--- config.mk ---
export PLATFORM = sky130hd
export DESIGN_NAME = cmult_ctrl
export DESIGN_NICKNAME = d
export VERILOG_FILES = /design/src/rtl/cmult_ctrl.sv
export SDC_FILE = /design/constraint.sdc
export NUM_CORES = 1
export LEC_CHECK = 0
export ABC_AREA = 1
export ABC_CLOCK_PERIOD_IN_PS = 1280
export CAP_MARGIN = 5
export CORE_UTILIZATION = 43
export CTS_CLUSTER_SIZE = 10
export DETAILED_ROUTE_END_ITERATION = 6
export PLACE_DENSITY = 0.83
export SYNTH_ARGS = -nofsm -noshare
export SYNTH_HDL_FRONTEND = slang
export SYNTH_SLANG_ARGS = --single-unit
--- constraint.sdc ---
create_clock -name clk -period 1.28 [get_ports clk]
set_input_delay 0.128 -clock clk [delete_from_list [all_inputs] [get_ports clk]]
set_output_delay 0.128 -clock clk [all_outputs]
set_load 0.05 [all_outputs]
--- src/rtl/cmult_ctrl.sv ---
// cmult_ctrl: sequencer for a single-multiplier complex product
// P = a*b, with a = ar + j*ai and b = br + j*bi.
// It latches one operand set, then steps the shared multiplier through
// ar*br, ai*bi, ar*bi, ai*br, and captures Pr and Pi. The result is held
// until the consumer takes it.
//
// Ports:
//   clk, rst               clock, synchronous active-high reset
//   in_valid / in_ready    operand handshake (accepted when both are high)
//   in_ar..in_bi           offered operands, W bits each
//   ar, ai, br, bi         latched operands to the multiplier datapath
//   a_sel, b_sel           multiplier operand select (1 = imaginary part)
//   PP1_CE, PP2_CE         partial-product register capture enables
//   add                    1 = PP1-PP2, 0 = PP1+PP2
//   PR_CE, PI_CE           result register capture enables
//   out_valid / out_ready  result handshake
//   busy                   high whenever the sequencer is not idle
module cmult_ctrl #(
  parameter int unsigned W = 12
) (
  input  logic         clk,
  input  logic         rst,
  input  logic         in_valid,
  output logic         in_ready,
  input  logic [W-1:0] in_ar,
  input  logic [W-1:0] in_ai,
  input  logic [W-1:0] in_br,
  input  logic [W-1:0] in_bi,
  output logic [W-1:0] ar,
  output logic [W-1:0] ai,
  output logic [W-1:0] br,
  output logic [W-1:0] bi,
  output logic         a_sel,
  output logic         b_sel,
  output logic         PP1_CE,
  output logic         PP2_CE,
  output logic         add,
  output logic         PR_CE,
  output logic         PI_CE,
  output logic         out_valid,
  input  logic         out_ready,
  output logic         busy
);

  localparam int unsigned SW = 3;

  localparam logic [SW-1:0] S_IDLE = SW'(0);
  localparam logic [SW-1:0] S_M1   = SW'(1);
  localparam logic [SW-1:0] S_M2   = SW'(2);
  localparam logic [SW-1:0] S_RE   = SW'(3);
  localparam logic [SW-1:0] S_M4   = SW'(4);
  localparam logic [SW-1:0] S_IM   = SW'(5);
  localparam logic [SW-1:0] S_DONE = SW'(6);

  logic [SW-1:0] state;
  logic [SW-1:0] state_nxt;
  logic          accept;

  assign accept = in_valid & in_ready;

  // State register
  always_ff @(posedge clk) begin
    if (rst) begin
      state <= S_IDLE;
    end else begin
      state <= state_nxt;
    end
  end

  // Operand latch: loads only on an accepted handshake, then holds
  always_ff @(posedge clk) begin
    if (rst) begin
      ar <= '0;
      ai <= '0;
      br <= '0;
      bi <= '0;
    end else if (accept) begin
      ar <= in_ar;
      ai <= in_ai;
      br <= in_br;
      bi <= in_bi;
    end
  end

  // Next-state logic; unused encodings fall back to IDLE
  always_comb begin
    state_nxt = S_IDLE;
    case (state)
      S_IDLE:  state_nxt = in_valid ? S_M1 : S_IDLE;
      S_M1:    state_nxt = S_M2;
      S_M2:    state_nxt = S_RE;
      S_RE:    state_nxt = S_M4;
      S_M4:    state_nxt = S_IM;
      S_IM:    state_nxt = S_DONE;
      S_DONE:  state_nxt = out_ready ? S_IDLE : S_DONE;
      default: state_nxt = S_IDLE;
    endcase
  end

  // Moore output decode from the state register
  always_comb begin
    in_ready  = 1'b0;
    out_valid = 1'b0;
    busy      = 1'b1;
    a_sel     = 1'b0;
    b_sel     = 1'b0;
    PP1_CE    = 1'b0;
    PP2_CE    = 1'b0;
    add       = 1'b0;
    PR_CE     = 1'b0;
    PI_CE     = 1'b0;
    case (state)
      S_IDLE: begin
        in_ready = 1'b1;
        busy     = 1'b0;
      end
      S_M1: begin
        PP1_CE = 1'b1;
      end
      S_M2: begin
        a_sel  = 1'b1;
        b_sel  = 1'b1;
        PP2_CE = 1'b1;
      end
      S_RE: begin
        // PR takes PP1-PP2 from the pre-edge registers while PP1 reloads
        add    = 1'b1;
        PR_CE  = 1'b1;
        b_sel  = 1'b1;
        PP1_CE = 1'b1;
      end
      S_M4: begin
        a_sel  = 1'b1;
        PP2_CE = 1'b1;
      end
      S_IM: begin
        PI_CE = 1'b1;
      end
      S_DONE: begin
        out_valid = 1'b1;
      end
      default: begin
      end
    endcase
  end

endmodule

==> metrics <==
leading area contributor after synthesis=dfxtp_1; All-Layer GR Usage=0.2432; Initial Utilization=0.4482; max cap viols=0; Netlist cell types=14; # IOs=110; Worst Reg-to-Reg Cells=6; fraction of registers with async set/reset=0; warnings from Yosys=0; Die X=80.56 um; drt drc=0; critical path arrival=1.27 ns; syn_nets=496; clock skew=around 0.0077 ns; input/output buffers=between 100 and 150; crit path from=state[1]; Psw=~0.0026 W; Tcrit/Tclk final=1.093; Comb pwr share=0.514; top cells by area, synth=dfxtp_1 38%, inv_1 21%, nand2_1 15%; r2r startpoint=state[1]; DR vias/cell=~4.7; ant diodes=0; # nets final=608; setup TNS=-1.229 ns; initial antenna violation count=0; CTS HTree Levels=2; status=complete, but fails checks; power density cells=1372 mW/mm^2; FF-to-FF End=ar[9]; number of global-route vias before repair=about 2700; post-synth top area share=0.3847; endpoint class of the critical path=primary output; layout filler cell count=364; Tmin final=about 1.4 ns; area occupied by multi-input gates=0.001013 mm^2; Max FO, Critical Path=5; cell with the most instances after synthesis=inv_1; critical path type=reg2out; leakage=2.558 nW; Seq pwr share=0.315; register area=0.001032 mm^2; Hold Path Class=in2reg; largest net degree at the start of global routing=37; Placement Setup Slack=0.01749 ns; cts hold-fix bufs=0; final wirelength=just over 8 mm; Worst Slack Setup Final=-0.1186 ns; register bit total from synthesis=51; Clk Latency, worst-skew pair=just over 0.3 ns; CTS max path bufs=2; CP Launch Type=register; antenna viol nets, final=0; post-synthesis cell count=444; RSZ-0062 raised after global routing=yes; hold path start=in_valid; Routed wire per std cell=13.16 um; Netlist Area Pre-Place=around 0.0027 mm^2; share of cells above drive strength 1=0.1924; clock-pin slew on the worst setup and hold paths=0.09 ns; failing checks=negative setup slack; die height=a little over 80 um; via count=about 3000; row cnt=28; Max Fclk=715.0 MHz; CTS sink cnt=51; Critical Path End=a_sel; first-pass GRT wire length=12.28 mm; Final Util=0.8062; Clock power frac=0.171; HPWL Detailed=5.253 mm; root buffer cell=clkbuf_8; GR Overflow Total=0; Worst slew margin=0.8373; CTS tree=yes; required time worst endpoint=1.15 ns; Synth Area per Inst=5.977 um^2; CTS Buf Count=5; Final Max Slew Viols=0; core box area=between 0.005 and 0.006 mm^2; Syn-to-layout area delta=79.87%; worst vdd ir=1013 uV; Placer Congestion=approximately 0.8; Hold Violations, Final=0; Power Internal=slightly below 0.004 W; die area=0.006490 mm^2; r2r setup slk=-0.07 ns; main flop type after synthesis=dfxtp_1; sw frac=0.3982; most frequent cells after synthesis=151 x inv_1, 104 x nand2_1, 56 x nor2_1; sequential element share of the synthesized area=0.3847; EDFF count, synth=0; Slew @ Worst Pin=about 0.24 ns; DR iter-0 viols=158; final setup fails=33; drt pass-1 iters=6
[worst max-delay path: stages (launching register included)]
cell and delay, ns:
dfxtp_4 0.39, nor2_4 0.18, nand2_1 0.12, nand2_4 0.13, buf_12 0.14
[power groups by stage]
stage	logic [W]	registers (W)	clock network [W]
final	0.00337	0.00206	0.00112
after floorplan	0.00102	0.00268	0
after CTS	0.00328	0.00206	0.00112
after global placement	0.00308	0.00208	0
after global routing	0.00357	0.00209	0.00120
after detailed placement	0.00314	0.00209	0
[worst min path at each step]
| stage | endpoint | slack [ns] | cells after the start |
|---|---|---|---|
| global route | bi[2] | 0.41 | 5 |
| floorplan | state[0] | 0.20 | 1 |
| detailed placement | ar[8] | 0.53 | 4 |
| finish | ai[6] | 0.38 | 5 |
| CTS | ai[6] | 0.37 | 5 |
| global placement | ai[6] | 0.53 | 4 |
[per-layer routing]
layer,vias up,global-route usage,routed length (um)
met3,21,0.04205,484
met1,1344,0.2763,3151
met2,118,0.4466,4417
li1,1483,-,-
met4,0,0.09286,253
met5,-,0,0
[through the flow]
step	hold slack (ns)	total power [W]	cells	cell area, um^2
6_report	0.3827	0.006550	631	4773
5_1_grt	0.4068	0.006861	631	4773
4_1_cts	0.3660	0.006452	630	4695
3_5_place_dp	0.5343	0.005227	614	4442
3_3_place_gp	0.5314	0.005151	614	4442
2_1_floorplan	0.2004	0.003698	444	2689
[layout make-up]
class / instances / share of cell area
repair buffers: 132 / 0.4068
flip-flops and latches: 51 / 0.2163
multi-input cells: 214 / 0.2123
inverters: 152 / 0.1227
well taps: 75 / 0.01966
clock buffers: 5 / 0.01442
clock inverters: 2 / 0.007864
[registers in the layout, summed over array words and instances, names as in the netlist]
name,flops
ai,12
bi,12
ar,12
state,3
br,12
[cells by family after synthesis]
group	Yosys count	share of synthesized area
compound gates	1	0.001884
simple gates	213	0.3531
flops	51	0.3847
buf+inv	179	0.2603
[repair_timing]
action,in CTS,in global routing
buffers inserted,8,1
endpoints found under the setup margin,20,52
gates resized for setup,14,13
gates cloned,1,1
pin swaps,3,2
[cells in the final DEF, fill, tap and decap left out, drive strengths merged]
master	n
buf	80
bufbuf	1
bufinv	1
clkbuf	6
clkdlybuf4s50	50
clkinvlp	3
dfxtp	51
inv	150
nand2	104
nand3	4
nand4	48
nor2	57
o21ai	1
(Power assumes the default switching activity.)
